**config.mk**
```make
export PLATFORM = sky130hd
export DESIGN_NAME = tick_sampler
export DESIGN_NICKNAME = d
export VERILOG_FILES = /design/src/rtl/tick_sampler_pkg.sv /design/src/rtl/tick_sampler_tick_gen.sv /design/src/rtl/tick_sampler.sv
export SDC_FILE = /design/constraint.sdc
export NUM_CORES = 1
export LEC_CHECK = 0
export CORE_MARGIN = 10
export CORE_UTILIZATION = 45
export DETAILED_ROUTE_END_ITERATION = 16
export PLACE_DENSITY = 0.69
export SYNTH_ARGS = -nofsm -noshare
export SYNTH_HDL_FRONTEND = slang
export SYNTH_SLANG_ARGS = --single-unit
```
**constraint.sdc**
```tcl
create_clock -name clk -period 2.63 [get_ports clk]
set_clock_uncertainty 0.05 [all_clocks]
set_input_delay 0.6575 -clock clk [delete_from_list [all_inputs] [get_ports clk]]
set_output_delay 0.6575 -clock clk [all_outputs]
set_load 0.01 [all_outputs]
```
**src/rtl/tick_sampler_pkg.sv**
```systemverilog
// Shared constants for the tick sampler and its divider: default widths,
// default period and capture mode encodings.
package tick_sampler_pkg;
    localparam int          TS_CNT_W          = 26;
    localparam int unsigned TS_DEFAULT_PERIOD = 24999999;

    localparam logic MODE_EVERY  = 1'b0;
    localparam logic MODE_CHANGE = 1'b1;
endpackage

```
**src/rtl/tick_sampler_tick_gen.sv**
```systemverilog
// Programmable divider: emits a one-cycle sample strobe every period_reg+1
// enabled clk cycles, with pause and runtime period reload.
module tick_gen
    import tick_sampler_pkg::*;
#(
    parameter int          CNT_W          = TS_CNT_W,
    parameter int unsigned DEFAULT_PERIOD = TS_DEFAULT_PERIOD
) (
    input  logic             clk,
    input  logic             rst,
    input  logic             en,
    input  logic [CNT_W-1:0] period_in,
    input  logic             period_load,
    output logic             sample
);

    logic [CNT_W-1:0] cnt;
    logic [CNT_W-1:0] period_reg;

    // A load suppresses the event even when it lands on the terminal count.
    assign sample = en && !period_load && (cnt == period_reg);

    always_ff @(posedge clk) begin
        if (rst) begin
            cnt        <= '0;
            period_reg <= CNT_W'(DEFAULT_PERIOD);
        end else if (period_load) begin
            cnt        <= '0;
            period_reg <= period_in;
        end else if (en) begin
            if (cnt == period_reg) begin
                cnt <= '0;
            end else begin
                cnt <= cnt + CNT_W'(1);
            end
        end
    end

endmodule

```
**src/rtl/tick_sampler.sv**
```systemverilog
// Multi-channel slow-rate sampler with change-only capture and per-channel
// change flags. Define TICK_SAMPLER_SYNC_EN to add a 2-flop input synchroniser.
module tick_sampler
    import tick_sampler_pkg::*;
#(
    parameter int          CH             = 4,
    parameter int          WIDTH          = 1,
    parameter int          CNT_W          = TS_CNT_W,
    parameter int unsigned DEFAULT_PERIOD = TS_DEFAULT_PERIOD
) (
    input  logic                clk,
    input  logic                rst,
    input  logic                en,
    input  logic [CNT_W-1:0]    period_in,
    input  logic                period_load,
    input  logic                mode,
    input  logic [CH*WIDTH-1:0] in,
    output logic [CH*WIDTH-1:0] out,
    output logic                tick,
    output logic                valid,
    output logic [CH-1:0]       changed
);

    logic                sample;
    logic [CH*WIDTH-1:0] in_s;
    logic [CH-1:0]       diff;

    tick_gen #(
        .CNT_W          (CNT_W),
        .DEFAULT_PERIOD (DEFAULT_PERIOD)
    ) u_tick_gen (
        .clk         (clk),
        .rst         (rst),
        .en          (en),
        .period_in   (period_in),
        .period_load (period_load),
        .sample      (sample)
    );

`ifdef TICK_SAMPLER_SYNC_EN
    logic [CH*WIDTH-1:0] sync1;
    logic [CH*WIDTH-1:0] sync2;

    always_ff @(posedge clk) begin
        if (rst) begin
            sync1 <= '0;
            sync2 <= '0;
        end else begin
            sync1 <= in;
            sync2 <= sync1;
        end
    end

    assign in_s = sync2;
`else
    assign in_s = in;
`endif

    always_comb begin
        diff = '0;
        for (int k = 0; k < CH; k++) begin
            diff[k] = |(in_s[k*WIDTH +: WIDTH] ^ out[k*WIDTH +: WIDTH]);
        end
    end

    always_ff @(posedge clk) begin
        if (rst) begin
            out     <= '0;
            tick    <= 1'b0;
            valid   <= 1'b0;
            changed <= '0;
        end else begin
            tick  <= sample;
            valid <= 1'b0;
            if (sample) begin
                changed <= diff;
                // Change-only mode leaves out untouched when nothing moved.
                if (mode == MODE_EVERY || (|diff)) begin
                    out   <= in_s;
                    valid <= 1'b1;
                end
            end
        end
    end

endmodule

```
### Word level (Yosys, flattened, before mapping)

Index checks and enable logic that the tools add are counted.

| storage, ports and cells | value |
|---|---|
| input bits | 35 |
| register bits | 62 |
| word-level logic and storage cells | 24 |

| operators by class | value |
|---|---|
| reduce and logical (&&, ||, !) cells | 8 |
| bitwise gates (word level) | 6 |
| mux-type cells | 2 |
| add/sub/neg operators | 1 |
| eq/ne operators | 1 |

Operator list:

| kind | count |
|---|---|
| 26-bit by 1-bit adder with 26-bit output, second input constant | 1 |
| 26-bit equality test | 1 |
| 26-bit 2-to-1 mux | 1 |
| 2-bit OR reduction | 2 |
| 4-bit OR reduction | 1 |
| 1-bit bitwise XOR | 4 |
| 1-bit logical AND | 2 |
| 1-bit inverter | 2 |
| 2-bit AND reduction | 1 |
| 1-bit zero test | 1 |
| 1-bit logical OR | 1 |
| 1-bit 2-to-1 mux | 1 |

### Longest topological paths before layout

Gate-level depths: netlist (run 1).

| depth | value |
|---|---|
| depth in word-level cells | 5 |
| gate-level depth with buffers | 7 |
| mapped depth without buffers | 5 |

### By module

A second synthesis (run 1) with hierarchy kept.

| second synthesis, totals | value |
|---|---|
| cell total of the unflattened synthesis | 292 |
| area total of the unflattened synthesis | 2806.4 sq um |

Modules (own cells, without submodules):

| module | instances | seq. area each (sq um) | cells an instance | area each (sq um) |
|---|---|---|---|---|
| tick_gen | 1 | 1041.0 | 253 | 2411.1 |
| tick_sampler | 1 | 200.2 | 39 | 395.4 |

### Worst setup path after synthesis (run 1)

No wires, ideal clock.

| timing path | value |
|---|---|
| kind | input -> register |
| start | input en |
| end | register u_tick_gen.cnt[7] |
| data required time | 2465 ps |
| arrival | 2000 ps |
| stages | 7 |
| buffers on the path | 3 |
| setup time | 115 ps |
| path slack | 465 ps |
| path through | clkbuf_1 -> nand4_1 -> or4_1 -> buf_6 -> o21ai_4 -> buf_4 -> nor2_1 |

RTL lines:

| what | line | text |
|---|---|---|
| start: declaration | tick_sampler.sv:13 | `input logic en,` |
| end signal: assignment | tick_sampler_tick_gen.sv:34 | `cnt <= cnt + CNT_W'(1);` |
| end: declaration | tick_sampler_tick_gen.sv:17 | `logic [CNT_W-1:0] cnt;` |

### Worst setup path in the final report (run 1)

| timing path | value |
|---|---|
| start | input en |
| end | register changed[1] |

| on the way | value |
|---|---|
| word-level cells in the longest chain between the ends | 2 |

Ends and longest elaborated chain:

| what | line | text |
|---|---|---|
| 1-bit logical AND (2 in series) | tick_sampler_tick_gen.sv:21 | `assign sample = en && !period_load && (cnt == period_reg);` |
| end signal: assignment | tick_sampler.sv:76 | `changed <= diff;` |
| end: declaration | tick_sampler.sv:21 | `output logic [CH-1:0] changed` |

No other way between the ends.
A chain may end at the register's enable or synchronous reset.

==> results of run 1 <==
==> stage by stage <==
stage	util	area (µm²)	power, mW	setup slack, ns
floorplan	-	2804	1.097	0.4653
detailed placement	0.5572	3338	1.173	0.09421
global placement	0.5572	3338	1.171	0.1539
finish	0.5883	3525	1.910	0.4520
global route	0.5883	3525	2.004	0.3458
CTS	0.5883	3525	1.939	0.4542
==> worst min path at each step <==
stage,endpoint,depth (start not counted),startpoint
floorplan,u_tick_gen.period_reg[6],2,u_tick_gen.period_reg[6]
finish,changed[0],2,changed[0]
detailed placement,changed[0],2,changed[0]
global route,changed[2],2,changed[2]
CTS,changed[0],2,changed[0]
global placement,changed[2],2,changed[2]
==> cells by family (layout without fill, tap and decap cells) <==
| group | after synthesis | after routing | share of synthesized area |
|---|---|---|---|
| AND/OR/NAND/NOR | 118 | 118 | 0.2209 |
| flip-flops | 62 | 62 | 0.4427 |
| XOR/XNOR | 55 | 55 | 0.1718 |
| AO/OA/AOI/OAI | 34 | 34 | 0.09326 |
| buffers and inverters | 19 | 70 | 0.03123 |
| multiplexers | 10 | 10 | 0.03570 |
| adder cells (fa/ha/maj) | 1 | 1 | 0.004462 |
==> placed cells by master, fill, tap and decap left out, types with 2 or more instances in the layout <==
cell type and count:
nand2_1 5, clkinv_2 2, mux2i_1 10, buf_12 2
xnor2_1 33, and4_1 3, nor4_1 3, nand3_1 16
and3_1 4, a21oi_1 7, a211o_1 17, clkbuf_8 12
inv_1 2, buf_4 6, o21ai_0 3, o31ai_1 4
dfxtp_1 62, nor3_1 5, clkdlybuf4s50_1 43, xor2_1 22
nor2b_1 18, nand4_1 21, nor2_1 38, or4_1 2
==> power by group <==
group          switching [mW]  internal, mW  total [mW]
registers              0.0200         0.967       0.987
clock network           0.343         0.416       0.759
logic                  0.0649        0.0996       0.165
==> area by class of cell <==
type	instances	area [µm²]	area share
Multi-Input combinational cell	218	1475	0.4185
Sequential cell	62	1241	0.3521
Timing Repair Buffer	52	520.5	0.1477
Clock buffer	13	168.9	0.04792
Tap cell	75	93.84	0.02662
Clock inverter	3	17.52	0.004970
Inverter	2	7.507	0.002130
==> metal layers <==
layer  track usage  vias up  share of wire
met5             0        -              0
met4       0.06836        0          0.021
met3       0.04609       11          0.070
met1        0.1591     1031           0.46
met2        0.1874       66           0.44
li1              -     1139              -
==> tightest hold or removal path, stage by stage, from the launching register on <==
cell     delay (ns)
dfxtp_1        0.31
o21ai_0        0.07
a21oi_1        0.06
==> out/qor.yml, run 1 <==
floorplan:
  die_width_um: 98.94
  initial_core_util: 0.4680
  core_region_area_mm2: 0.005991
  pin_count: 45
  dieHeight_um: 98.94
  fp-row-count: 28
  die_area_mm2: 0.009788
timing:
  tightest_slew_ns: 0.3776
  finalCritPeriodShare: 0.8282
  hold_viol: 0
  drv_slew: 0
  max_freq_mhz: 459.1
  finalCriticalPeriod_ns: 2.178
  hold_ws_ns: 0.4317
  rsz0062_at_grt: "false"
  worst_slew_margin_rel: 0.7483
  setup_viol: 0
  setup_tns_ns: 0
clock_network:
  path_clk_slew_ns: 0.06
  cts_resized: 0
  cts_sinks: 62
  cts_tree: "yes"
  clockBufferDepth: 2
  htreeDepth: 3
  postCtsHoldBufs: 0
  clockRootBuffer: "clkbuf_8"
  cts_buffers: 9
  worstSkewPairLatency_ns: 0.34
  cts_setup_buffers: 0
critical_path:
  cp-start-kind: "input port"
  cpPeakStageDelay_ns: 0.53
  slowest_stage: "clkdlybuf4s50_1"
  cp_top_family: "buffers and inverters"
  critPathBufInv: 2
  cp.arrival_ns: 2.38
  r2r-start: "u_tick_gen.cnt[12]"
  crit_cells: 6
  crit_end: "changed[1]"
  crit_fanout: 10
  crit_chain: "clkdlybuf4s50_1 > nand4_1 > or4_1 > buf_4 > o31a_1 > a211oi_1"
  rrSetupSlack_ns: 0.56
  startpoint: "en"
  cp.required_ns: 2.83
  reg2regPathDepth: 6
  critPathKind: "in2reg"
  end_kind: "register"
  worstReg2RegEnd: "changed[1]"
logic_synthesis:
  synthTopCellsByCount: "dfxtp_1 (62), nor2_1 (38), xnor2_1 (33)"
  netlist_area_mm2: 0.002804
  yosysWarnings: 0
  synthTopCellsByArea: "dfxtp_1 (44%), xnor2_1 (10%), xor2_1 (6.9%)"
  synth.most_common_cell: "dfxtp_1"
  synth_top_area_frac: 0.4427
  ys_types: 31
  ys_seq_area_frac: 0.4427
  syn-mean-instance-area_um2: 9.378
  synthFlopType: "dfxtp_1"
  synth-seq-cells: 62
  synth_edf_count: 0
  synthCells: 299
  synth_nets: 335
  synth_top_area_cell: "dfxtp_1"
  async_reset_ff_frac: 0
route:
  drtAntennaViolNets: 0
  via_per_inst: 5.287
  drc_errors: 0
  avgRoutedWirePerCell_um: 14.39
  num_vias: 2247
  drtPass1Iterations: 4
  drt_iter0_markers: 144
  drt_wl_total_um: 6116
grt:
  grt_pass1_vias: 2198
  grt_pass1_wl_um: 10250
  grt.overflow.total: 0
  gr-usage-all-layers: 0.1277
  grt_max_degree: 37
  antenna_found_initial: 0
status:
  status: "finished clean"
power:
  leakage_nw: 1.238
  max-vdd-ir-drop_uv: 333.3
  p_per_area_mw_per_mm2: 542.0
place:
  dp_cells: 409
  io_buffers: 44
  dp_hpwl_um: 4449
  gp_congestion: 0.8213
final_layout:
  drive_above_1_share: 0.07714
  fillers: 526
  fin_cells: 425
  finalNetCount: 381
  diodes: 0
  syn2layout_area_growth_pct: 25.70
run:
  maxCapViolCount: 0
worst_hold_path:
  hold_path.class: "reg2reg"
Note: power is estimated with default switching activity, not from simulation.
==> run 2: changes to the inputs <==
--- a/config.mk
+++ b/config.mk
@@ -8,7 +8,7 @@
 export CORE_MARGIN = 10
 export CORE_UTILIZATION = 45
 export DETAILED_ROUTE_END_ITERATION = 16
-export PLACE_DENSITY = 0.69
+export PLACE_DENSITY = 0.72
 export SYNTH_ARGS = -nofsm -noshare
 export SYNTH_HDL_FRONTEND = slang
 export SYNTH_SLANG_ARGS = --single-unit
==> constraint.sdc (replaced) <==
create_clock -name clk -period 1.8 [get_ports clk]
set_clock_uncertainty 0.05 [all_clocks]
set_input_delay 0.45 -clock clk [delete_from_list [all_inputs] [get_ports clk]]
set_output_delay 0.45 -clock clk [all_outputs]
set_load 0.01 [all_outputs]
==> out/qor.yml, run 2 (synthesized netlist as in run 1, its figures left out) <==
status:
  status: "finished, violations left"
  violations: "negative setup slack"
place:
  pre_cts_ws_ns: -0.4016
  dp_cells: 444
  gp_congestion: 0.8247
  dp_hpwl_um: 5021
  io_buffers: 44
clock_network:
  cts_tree: "yes"
  clockRootBuffer: "clkbuf_8"
  path_clk_slew_ns: 0.07
  htreeDepth: 3
  clockBufferDepth: 2
  cts_buffers: 9
  worstSkewPairLatency_ns: 0.35
  cts_sinks: 62
final_layout:
  fin_cells: 463
  diodes: 0
  drive_above_1_share: 0.2423
  layout_common_cells: "dfxtp_1 (47), buf_4 (43), clkdlybuf4s50_1 (39)"
  finalNetCount: 421
  final_common_cell: "dfxtp_1"
  syn2layout_area_growth_pct: 40.03
power:
  swShare: 0.2349
  sequentialPowerShare: 0.526
  p_total_mw: 2.746
  max-vdd-ir-drop_uv: 450.9
  p_per_area_mw_per_mm2: 699.4
  p_comb_frac: 0.101
  pwr-share-clk: 0.373
  leakage_nw: 1.550
  switching_power_mw: 0.6450
  p_int_mw: 2.101
timing:
  hold_viol: 0
  fin_ws_ns: -0.1743
  finalCriticalPeriod_ns: 1.974
  tightest_slew_ns: 0.3672
  worst_slew_margin_rel: 0.7552
  setup_viol: 34
  max_freq_mhz: 506.5
  drv_slew: 0
  rsz0062_at_grt: "true"
  finalCritPeriodShare: 1.097
route:
  avgRoutedWirePerCell_um: 15.25
  drt_iter0_markers: 141
  drtAntennaViolNets: 0
  drt_wl_total_um: 7062
  drtPass1Iterations: 4
  num_vias: 2422
  drc_errors: 0
  via_per_inst: 5.231
floorplan:
  die_width_um: 98.94
  core_region_area_mm2: 0.005991
  pin_count: 45
  die_area_mm2: 0.009788
  dieHeight_um: 98.94
  fp-row-count: 28
  initial_core_util: 0.4680
critical_path:
  cp-start-kind: "register"
  crit_fanout: 5
  critPathKind: "reg2reg"
  cp.arrival_ns: 2.16
  cp.required_ns: 1.98
  end_kind: "register"
grt:
  grt.overflow.total: 0
  antenna_found_initial: 0
  grt_pass1_wl_um: 11490
  grt_max_degree: 37
  grt_pass1_vias: 2438
  gr-usage-all-layers: 0.1438
worst_hold_path:
  hold_path.class: "reg2reg"
run:
  maxCapViolCount: 0
==> run 2: worst paths after layout <==
path | from | to | slack (ns) | cells after the start
worst max register to register | u_tick_gen.period_reg[8] | out[0] | -0.17 | 7
worst min register to register | changed[0] | changed[0] | 0.43 | 2
worst max-delay path | u_tick_gen.period_reg[8] | out[0] | -0.17 | 7
worst min-delay path | changed[0] | changed[0] | 0.43 | 2
==> run 2: what timing repair did <==
item	4_1_cts	5_1_grt
setup buffers	2	2
setup endpoints to repair	34	39
resized for setup	14	21
pin swaps	0	9
hold buffers	0	0
cloned	1	0
==> run 2: cell type report <==
cell class / count / area (µm²)
clock buffers: 12 / 145.1
fillers: 500 / 2064
multi-input cells: 218 / 1559
clock inverters: 2 / 10.01
well taps: 75 / 93.84
repair buffers: 92 / 850.8
inverters: 2 / 7.507
flip-flops and latches: 62 / 1260
==> run 2: power by group through the flow <==
stage	registers, mW	logic [mW]	clock network [mW]
CTS	1.44	0.275	1.05
detailed placement	1.47	0.268	0
finish	1.45	0.276	1.02
global placement	1.47	0.263	0
global route	1.45	0.300	1.12
floorplan	1.46	0.143	0
==> run 2: metrics by stage <==
stage | util | cell area (µm²) | TNS, ns | hold WS (ns)
after floorplan | - | 2829 | -0.3725 | 0.4319
after detailed placement | 0.6044 | 3621 | -12.60 | 0.4353
after CTS | 0.6416 | 3844 | -4.592 | 0.4463
final | 0.6554 | 3926 | -4.541 | 0.4308
after global routing | 0.6554 | 3926 | -7.050 | 0.4486
after global placement | 0.6044 | 3621 | -11.66 | 0.4274
==> run 2: critical path, cell delays in order (launching register included) <==
cell and delay, ns:
dfxtp_2 0.34, xnor2_2 0.17, nand4_1 0.16, or4_4 0.57, buf_4 0.15, buf_6 0.13, o31ai_4 0.20, a21oi_1 0.10
==> run 2: per-layer routing <==
layer | part of all wire | vias up | wire length, µm | GRT usage
met5 | 0 | - | 0 | 0
met4 | 0.025 | 0 | 176 | 0.07938
met3 | 0.065 | 16 | 459 | 0.05168
met2 | 0.46 | 63 | 3239 | 0.2209
met1 | 0.45 | 1119 | 3186 | 0.1702
li1 | - | 1224 | - | -
